--- src/rtl/aes_pkg.sv ---
//------------------------------------------------------------------------------
// aes_pkg : shared AES GF(2^8) helpers, state layout constants, FSM states
// Revision: 1.0
//------------------------------------------------------------------------------
`default_nettype none

package aes_pkg;

    localparam int COL_W    = 32;
    localparam int NUM_COLS = 4;
    localparam int STATE_W  = COL_W * NUM_COLS;

    typedef enum logic [1:0] {
        IDLE = 2'd0,
        BUSY = 2'd1,
        DONE = 2'd2
    } fsm_state_e;

    // Multiply by x modulo x^8+x^4+x^3+x+1.
    function automatic logic [7:0] xtime(input logic [7:0] x);
        return {x[6:0], 1'b0} ^ (x[7] ? 8'h1b : 8'h00);
    endfunction

    function automatic logic [7:0] gf_mul_09(input logic [7:0] x);
        logic [7:0] x8;
        x8 = xtime(xtime(xtime(x)));
        return x8 ^ x;
    endfunction

    function automatic logic [7:0] gf_mul_0b(input logic [7:0] x);
        logic [7:0] x2, x8;
        x2 = xtime(x);
        x8 = xtime(xtime(x2));
        return x8 ^ x2 ^ x;
    endfunction

    function automatic logic [7:0] gf_mul_0d(input logic [7:0] x);
        logic [7:0] x2, x4, x8;
        x2 = xtime(x);
        x4 = xtime(x2);
        x8 = xtime(x4);
        return x8 ^ x4 ^ x;
    endfunction

    function automatic logic [7:0] gf_mul_0e(input logic [7:0] x);
        logic [7:0] x2, x4, x8;
        x2 = xtime(x);
        x4 = xtime(x2);
        x8 = xtime(x4);
        return x8 ^ x4 ^ x2;
    endfunction

endpackage

`default_nettype wire

--- src/rtl/inv_mix_col_word.sv ---
//------------------------------------------------------------------------------
// inv_mix_col_word : combinational InvMixColumns transform of one 32-bit column
// Revision: 1.0
//------------------------------------------------------------------------------
`default_nettype none

module inv_mix_col_word
    import aes_pkg::*;
(
    input  logic [COL_W-1:0] i_col,
    output logic [COL_W-1:0] o_col
);

    logic [7:0] w_a0, w_a1, w_a2, w_a3;
    logic [7:0] w_b0, w_b1, w_b2, w_b3;

    // Row 0 is the most significant byte of the column.
    assign {w_a0, w_a1, w_a2, w_a3} = i_col;

    assign w_b0 = gf_mul_0e(w_a0) ^ gf_mul_0b(w_a1) ^ gf_mul_0d(w_a2) ^ gf_mul_09(w_a3);
    assign w_b1 = gf_mul_09(w_a0) ^ gf_mul_0e(w_a1) ^ gf_mul_0b(w_a2) ^ gf_mul_0d(w_a3);
    assign w_b2 = gf_mul_0d(w_a0) ^ gf_mul_09(w_a1) ^ gf_mul_0e(w_a2) ^ gf_mul_0b(w_a3);
    assign w_b3 = gf_mul_0b(w_a0) ^ gf_mul_0d(w_a1) ^ gf_mul_09(w_a2) ^ gf_mul_0e(w_a3);

    assign o_col = {w_b0, w_b1, w_b2, w_b3};

endmodule

`default_nettype wire

--- src/rtl/inv_mix_columns_seq.sv ---
//------------------------------------------------------------------------------
// inv_mix_columns_seq : iterative InvMixColumns, one column per clock, valid/ready
// Revision: 1.0
//------------------------------------------------------------------------------
`default_nettype none

module inv_mix_columns_seq
    import aes_pkg::*;
(
    input  logic                 clk,
    input  logic                 rst_n,
    input  logic                 in_valid,
    output logic                 in_ready,
    input  logic [STATE_W-1:0]   state_in,
    output logic                 out_valid,
    input  logic                 out_ready,
    output logic [STATE_W-1:0]   state_out
);

    fsm_state_e           state_q, state_d;
    logic [1:0]           col_q, col_d;
    logic [STATE_W-1:0]   work_q, work_d;
    logic                 out_valid_q, out_valid_d;

    logic [COL_W-1:0]     w_col_in;
    logic [COL_W-1:0]     w_col_out;

    assign in_ready  = (state_q == IDLE) | ((state_q == DONE) & out_ready);
    assign out_valid = out_valid_q;
    assign state_out = work_q;

    always_comb begin
        w_col_in = '0;
        for (int c = 0; c < NUM_COLS; c++) begin
            if (col_q == c[1:0]) begin
                w_col_in = work_q[STATE_W-1-COL_W*c -: COL_W];
            end
        end
    end

    inv_mix_col_word u_col (
        .i_col (w_col_in),
        .o_col (w_col_out)
    );

    always_comb begin
        state_d     = state_q;
        col_d       = col_q;
        work_d      = work_q;
        out_valid_d = out_valid_q;
        case (state_q)
            IDLE: begin
                if (in_valid) begin
                    work_d  = state_in;
                    col_d   = 2'd0;
                    state_d = BUSY;
                end
            end
            BUSY: begin
                for (int c = 0; c < NUM_COLS; c++) begin
                    if (col_q == c[1:0]) begin
                        work_d[STATE_W-1-COL_W*c -: COL_W] = w_col_out;
                    end
                end
                col_d = col_q + 2'd1;
                if (col_q == 2'd3) begin
                    state_d     = DONE;
                    out_valid_d = 1'b1;
                end
            end
            DONE: begin
                // Result leaves on the handshake; a waiting state may load on the same edge.
                if (out_ready) begin
                    out_valid_d = 1'b0;
                    if (in_valid) begin
                        work_d  = state_in;
                        col_d   = 2'd0;
                        state_d = BUSY;
                    end else begin
                        state_d = IDLE;
                    end
                end
            end
            default: begin
                state_d     = IDLE;
                col_d       = 2'd0;
                out_valid_d = 1'b0;
            end
        endcase
    end

    always_ff @(posedge clk or negedge rst_n) begin
        if (!rst_n) begin
            state_q     <= IDLE;
            col_q       <= 2'd0;
            work_q      <= '0;
            out_valid_q <= 1'b0;
        end else begin
            state_q     <= state_d;
            col_q       <= col_d;
            work_q      <= work_d;
            out_valid_q <= out_valid_d;
        end
    end

endmodule

`default_nettype wire

--- config.mk ---
export PLATFORM = sky130hd
export DESIGN_NAME = inv_mix_columns_seq
export DESIGN_NICKNAME = d
export VERILOG_FILES = /design/src/rtl/aes_pkg.sv /design/src/rtl/inv_mix_col_word.sv /design/src/rtl/inv_mix_columns_seq.sv
export SDC_FILE = /design/constraint.sdc
export NUM_CORES = 1
export LEC_CHECK = 0
export CAP_MARGIN = 0
export CELL_PAD_IN_SITES_DETAIL_PLACEMENT = 0
export CELL_PAD_IN_SITES_GLOBAL_PLACEMENT = 1
export CORE_MARGIN = 2
export CORE_UTILIZATION = 39
export DETAILED_ROUTE_END_ITERATION = 7
export PLACE_DENSITY_LB_ADDON = 0.2
export SETUP_SLACK_MARGIN = 0.15
export SLEW_MARGIN = 20
export SYNTH_ARGS = -nofsm -noshare
export SYNTH_HDL_FRONTEND = slang
export SYNTH_SLANG_ARGS = --single-unit
--- constraint.sdc ---
create_clock -name clk -period 5.95 [get_ports clk]
set_input_delay 1.4875 -clock clk [delete_from_list [all_inputs] [get_ports clk]]
set_output_delay 1.4875 -clock clk [all_outputs]
set_load 0.02 [all_outputs]
==> flow_metrics.env, run 1 <==
export IMPL_outcome="finished clean"
export IMPL_syn_inst=932
export IMPL_finalWorstSetupSlack_ps=1616
export IMPL_drt_initial_drc_count=468
export IMPL_grt_pass1_wl_um=48710
export IMPL_final_hold_viol_count=0
export IMPL_route_detailed_drc=0
export IMPL_crit_path_end_kind="flop"
export IMPL_grt_overflow=0
export IMPL_wl_per_cell_um=21.58
export IMPL_cts_tree="built"
export IMPL_yosys_area_share_adder_pct=0.5752
export IMPL_synth_top_family_by_area="XOR/XNOR gates"
export IMPL_setup_tns_ps=0
export IMPL_worst_hold_slack_ps=525.4
export IMPL_clock_latency_ps=430
export IMPL_yosysMostFrequentCell="nand2_1"
export IMPL_routed_wl_um=31380
export IMPL_worstPathMaxFanout=16
export IMPL_routed_wl_met3_um=2146
export IMPL_cts_sinks=133
export IMPL_ys_warn_count=0
export IMPL_dieArea_mm2=0.02352
export IMPL_fin_skew_ps=14.04
export IMPL_synthDistinctLibCells=38
export IMPL_setup_viol=0
export IMPL_wl_met2_um=14830
export IMPL_synthSimpleGateAreaFrac_pct=13.79
export IMPL_drt_met1_wl_um=13960
export IMPL_yosysSeqAreaShare_pct=38.25
export IMPL_dp_hpwl_um=22710
export IMPL_rsz0062_at_grt="false"
export IMPL_clockRootBuffer="clkbuf_16"
export IMPL_place_ws_ps=1646
export IMPL_routabilityCongestion=0.9506
export IMPL_synthMuxAreaShare_pct=0
export IMPL_yosys_area_top_type="dfrtp_1"
export IMPL_slew_viol_final=0
export IMPL_netlist_area_mm2=0.008701
export IMPL_cts_hold_buf=0
export IMPL_max_slew_margin_pct=23.03
export IMPL_clk_pin_slew_ps=60
export IMPL_core_mm2=0.02189
export IMPL_fin_crit_sh_pct=72.84
export IMPL_die_h_um=153.4
export IMPL_worstPathArrival_ps=4610
export IMPL_hp_class="flop to flop"
export IMPL_syn_to_final_growth_pct=39.49
export IMPL_synth_top_cell_area_share_pct=38.25
export IMPL_rows=54
export IMPL_highest_layer="met4"
export IMPL_nets=1297
export IMPL_first_pass_iters=5
export IMPL_start_util_pct=39.75
export IMPL_synth_seq_cells=133
export IMPL_port_buffers=261
export IMPL_antenna_cells=0
export IMPL_syn_nets=1068
export IMPL_grt_pass1_vias=8208
export IMPL_post_cts_buffers=0
export IMPL_cts_resized=0
export IMPL_nFillCells=2045
export IMPL_final_antenna_net_count=0
export IMPL_fin_util_pct=55.44
export IMPL_worstSetupPathType="flop to flop"
export IMPL_synth_xor_area_share_pct=22.20
export IMPL_die_x_um=153.4
export IMPL_final_layout_size_suffix_gt1_share_pct=7.922
export IMPL_post_route_min_period_ps=4334
export IMPL_ios=262
export IMPL_htreeDepth=4
export IMPL_cp_required_ps=6230
export IMPL_grt_max_degree=97
export IMPL_worstSetupStartpointType="flop"
export IMPL_drv_cap=0
export IMPL_cts_buffer_depth=2
export IMPL_antenna_found_initial=0
export IMPL_synth_edf_count=0
export IMPL_grt_total_usage_pct=26.61
export IMPL_yosys_top_cells_count="nand2_1 (161), dfrtp_1 (133), xnor2_1 (133)"
export IMPL_vias_per_cell=5.520
export IMPL_postSynth_asyncResetShare_pct=100.0
export IMPL_synth_compound_area_share_pct=21.44
export IMPL_fmax_mhz=230.7
export IMPL_cts_buffers=17
export IMPL_worst_pin_slew_ps=1155
export IMPL_routed_via_count=8026
export IMPL_avgSynthCellArea_um2=9.336
export IMPL_synth_area_leaders="dfrtp_1 (38%), xnor2_1 (13%), nand2_1 (6.9%), o22a_1 (3.6%), nor2_1 (3.1%)"
export IMPL_synth_flop_cell="dfrtp_1"
flip-flops by register name (all words and copies together), names as in the netlist:
register	count
col_q	2
out_valid	1
state_out	128
state_q	2
logic make-up (layout without fill, tap and decap cells):
kind of cell    after synthesis  count (layout)
simple gates                278             278
compound gates              259             259
xor+xnor                    187             187
flops                       133             133
buf+inv                      71             313
fa+ha+maj                     4               4
layer usage:
layer | GRT usage, % | up-vias
li1 | - | 3725
met1 | 36.32 | 3942
met2 | 42.94 | 331
met3 | 6.124 | 28
met4 | 6.728 | 0
met5 | 0 | -
critical path, cell delays in order, from the launching register on:
cell      delay [ps]
dfrtp_1          420
ha_1             300
buf_4            260
nand2b_1         550
buf_4            370
o22ai_1          130
a31oi_2          300
xnor2_1          220
xnor3_2          530
xnor3_1          420
xnor2_2          200
xnor2_1          350
o21ai_1          110
layout make-up:
type,instances,area (um2),share of cell area [%]
multi-input combinational,728,5105,42.06
timing repair buffer,274,2711,22.34
clock inverter,12,178.9,1.474
tap,280,350.3,2.887
inverter,7,26.28,0.2165
sequential,133,3328,27.42
clock buffer,20,436.7,3.598
layout by cell type, fill, tap and decap left out, drive strengths merged:
| master | netlist | routed |
|---|---|---|
| and3 | 10 | 10 |
| xnor2 | 147 | 147 |
| ha | 4 | 4 |
| xor2 | 27 | 27 |
| nand2b | 2 | 2 |
| nand3 | 1 | 1 |
| o22ai | 33 | 33 |
| xnor3 | 12 | 12 |
| dfrtp | 133 | 133 |
| a32o | 1 | 1 |
| nor2 | 73 | 73 |
| nand2 | 161 | 161 |
| bufinv | 0 | 4 |
| clkinvlp | 0 | 3 |
| a31oi | 53 | 53 |
| clkbuf | 43 | 20 |
| clkdlybuf4s50 | 0 | 260 |
| a22o | 8 | 8 |
| a22oi | 31 | 31 |
| inv | 7 | 8 |
| o31ai | 12 | 12 |
| a21oi | 40 | 40 |
| o32ai | 1 | 1 |
| clkinv | 0 | 4 |
| buf | 21 | 14 |
| o21ai | 44 | 44 |
| o22a | 36 | 36 |
| xor3 | 1 | 1 |
| nand3b | 30 | 30 |
| or3b | 1 | 1 |
metrics by stage:
stage / cells / instance area (um2)
4_1_cts: 1454 / 12130
3_3_place_gp: 1422 / 11510
5_1_grt: 1454 / 12140
6_report: 1454 / 12140
3_5_place_dp: 1422 / 11510
2_1_floorplan: 932 / 8701
path summary, 6_finish.rpt:
check                                          startpoint                   endpoint  slack (ps)  cells past startpoint
worst max-delay path                 col_q[0]$_DFFE_PN0P_  state_out[37]$_DFFE_PN0P_        1620                     12
worst min-delay path            state_out[20]$_DFFE_PN0P_  state_out[20]$_DFFE_PN0P_         530                      2
worst max register to register       col_q[0]$_DFFE_PN0P_  state_out[37]$_DFFE_PN0P_        1620                     12
worst min register to register  state_out[20]$_DFFE_PN0P_  state_out[20]$_DFFE_PN0P_         530                      2
max in group asynchronous                           rst_n  state_out[91]$_DFFE_PN0P_        3720                      2
min in group asynchronous                           rst_n  state_out[53]$_DFFE_PN0P_        1170                      1
Power of run 1 is left out: the tool's default activity adds up to more than one toggle a clock period on the data nets, which glitch-free logic cannot reach.
==> run 2: changes to the inputs <==
--- a/config.mk
+++ b/config.mk
@@ -9,7 +9,7 @@
 export CELL_PAD_IN_SITES_DETAIL_PLACEMENT = 0
 export CELL_PAD_IN_SITES_GLOBAL_PLACEMENT = 1
 export CORE_MARGIN = 2
-export CORE_UTILIZATION = 39
+export CORE_UTILIZATION = 36
 export DETAILED_ROUTE_END_ITERATION = 7
 export PLACE_DENSITY_LB_ADDON = 0.2
 export SETUP_SLACK_MARGIN = 0.15
==> constraint.sdc (replaced) <==
create_clock -name clk -period 4 [get_ports clk]
set_input_delay 1 -clock clk [delete_from_list [all_inputs] [get_ports clk]]
set_output_delay 1 -clock clk [all_outputs]
set_load 0.02 [all_outputs]
==> run 2 against run 1 <==
Net effect: setup slack got worse by 1300 ps; flip-flop and latch count did not move; non-clock buffer count increased by 27; maximum frequency up 16%; utilization shrank 2.8 points; first-iteration DRC count down 15%; clock skew down 5.8 ps; cell area up 2.5%; die area is 8.1% higher; wire length increased by 0.32%; register-to-register slack got worse by 1300 ps; highest routed layer unchanged.
==> flow_metrics.env, run 2 (synthesis results as in run 1) <==
export IMPL_outcome="finished clean"
export IMPL_final_layout_size_suffix_gt1_share_pct=10.33
export IMPL_fin_crit_sh_pct=93.20
export IMPL_cts_buffer_depth=2
export IMPL_min_path_cells=2
export IMPL_max_slew_margin_pct=29.79
export IMPL_wl_per_cell_um=20.72
export IMPL_antenna_found_initial=0
export IMPL_antenna_cells=0
export IMPL_ios=262
export IMPL_grt_pass1_vias=8352
export IMPL_worstPathMaxFanout=30
export IMPL_htreeDepth=4
export IMPL_die_h_um=159.5
export IMPL_cts_resized=0
export IMPL_post_cts_buffers=0
export IMPL_min_from="state_out[95]$_DFFE_PN0P_"
export IMPL_die_x_um=159.5
export IMPL_port_buffers=261
export IMPL_worstPathArrival_ps=4020
export IMPL_syn_to_final_growth_pct=42.94
export IMPL_drt_initial_drc_count=400
export IMPL_routed_wl_um=31480
export IMPL_cts_buffers=17
export IMPL_core_mm2=0.02361
export IMPL_worst_pin_slew_ps=1053
export IMPL_grt_max_degree=76
export IMPL_r2r_end="state_out[69]$_DFFE_PN0P_"
export IMPL_final_cell_mix="clkdlybuf4s50_1 (260), nand2_1 (161), dfrtp_1 (133)"
export IMPL_nets=1324
export IMPL_first_pass_iters=5
export IMPL_dp_hpwl_um=23650
export IMPL_rsz0062_at_grt="true"
export IMPL_setup_viol=0
export IMPL_vias_per_cell=5.219
export IMPL_clockRootBuffer="clkbuf_16"
export IMPL_slew_viol_final=0
export IMPL_drv_cap=0
export IMPL_cp_required_ps=4300
export IMPL_grt_total_usage_pct=24.55
export IMPL_largest_reg_flops=128
export IMPL_final_common_cell="clkdlybuf4s50_1"
export IMPL_cts_hold_buf=0
export IMPL_final_hold_viol_count=0
export IMPL_routed_via_count=7927
export IMPL_r2r_start="col_q[0]$_DFFE_PN0P_"
export IMPL_fmax_mhz=268.2
export IMPL_reg2regPathDepth=11
export IMPL_clk_pin_slew_ps=60
export IMPL_hp_class="flop to flop"
export IMPL_routabilityCongestion=0.9170
export IMPL_post_route_min_period_ps=3728
export IMPL_grt_pass1_wl_um=48380
export IMPL_cts_tree="built"
export IMPL_worstSetupStartpointType="flop"
export IMPL_r2r_slack_ps=270
export IMPL_crit_path_end_kind="flop"
export IMPL_min_to="state_out[95]$_DFFE_PN0P_"
export IMPL_route_detailed_drc=0
export IMPL_rows=56
export IMPL_setup_tns_ps=0
export IMPL_final_antenna_net_count=0
export IMPL_worstSetupPathType="flop to flop"
export IMPL_fin_skew_ps=8.210
export IMPL_start_util_pct=36.85
export IMPL_clock_latency_ps=430
export IMPL_cts_sinks=133
export IMPL_grt_overflow=0
export IMPL_dieArea_mm2=0.02543
-- run 2: cell count changes in the layout (fill, tap and decap cells not counted), moves of 2 or more --
cell / delta
buf_12: +5
nand2b_2: +2
a31oi_2: +2
a31oi_1: -2
buf_4: +22
a21oi_2: +2
a21oi_4: -2
-- run 2: area by class of cell --
cell class / count / area (um2)
fillers: 2250 / 11180
flip-flops and latches: 133 / 3328
clock inverters: 12 / 156.4
multi-input cells: 728 / 5117
well taps: 319 / 399.1
clock buffers: 19 / 432.9
repair buffers: 301 / 2977
inverters: 7 / 26.28
-- run 2: stage by stage --
step           instances  hold slack (ps)  setup WS, ps  utilization, %  area, um2
4_1_cts             1519            516.0         265.2           52.54      12410
3_5_place_dp        1488            501.2         271.9           50.05      11820
5_1_grt             1519            534.4         99.29           52.67      12440
3_3_place_gp        1488            499.6         357.3           50.05      11820
2_1_floorplan        932            492.9         886.2               -       8701
6_report            1519            513.1         271.9           52.67      12440
-- run 2: layer usage --
metal	share of wire, %	up-vias	wire (um)	global-route usage (%)
li1	-	3775	-	-
met1	45	3854	14300	32.92
met2	47	266	14770	40.28
met3	6.2	32	1939	5.496
met4	1.5	0	464	6.116
met5	0	-	0	0
-- run 2: worst max-delay path, cell delays in order, from the launching register on --
cell and delay [ps]:
dfrtp_1 450, ha_1 320, buf_4 210, nor2_4 100, buf_12 250, a31oi_2 230
xnor2_1 350, xnor3_2 550, xnor3_1 430, xnor2_2 320, xnor2_1 240, o21ai_1 120
-- run 2: worst max path at each step --
stage,start,end,slack (ps),cells after the start
2_1_floorplan,col_q[0]$_DFFE_PN0P_,state_out[117]$_DFFE_PN0P_,890,13
3_3_place_gp,col_q[0]$_DFFE_PN0P_,state_out[21]$_DFFE_PN0P_,360,11
3_5_place_dp,col_q[0]$_DFFE_PN0P_,state_out[21]$_DFFE_PN0P_,270,11
4_1_cts,col_q[0]$_DFFE_PN0P_,state_out[21]$_DFFE_PN0P_,270,11
5_1_grt,col_q[0]$_DFFE_PN0P_,state_out[5]$_DFFE_PN0P_,100,11
6_report,col_q[0]$_DFFE_PN0P_,state_out[69]$_DFFE_PN0P_,270,11
Power of run 2 is left out for the same reason.
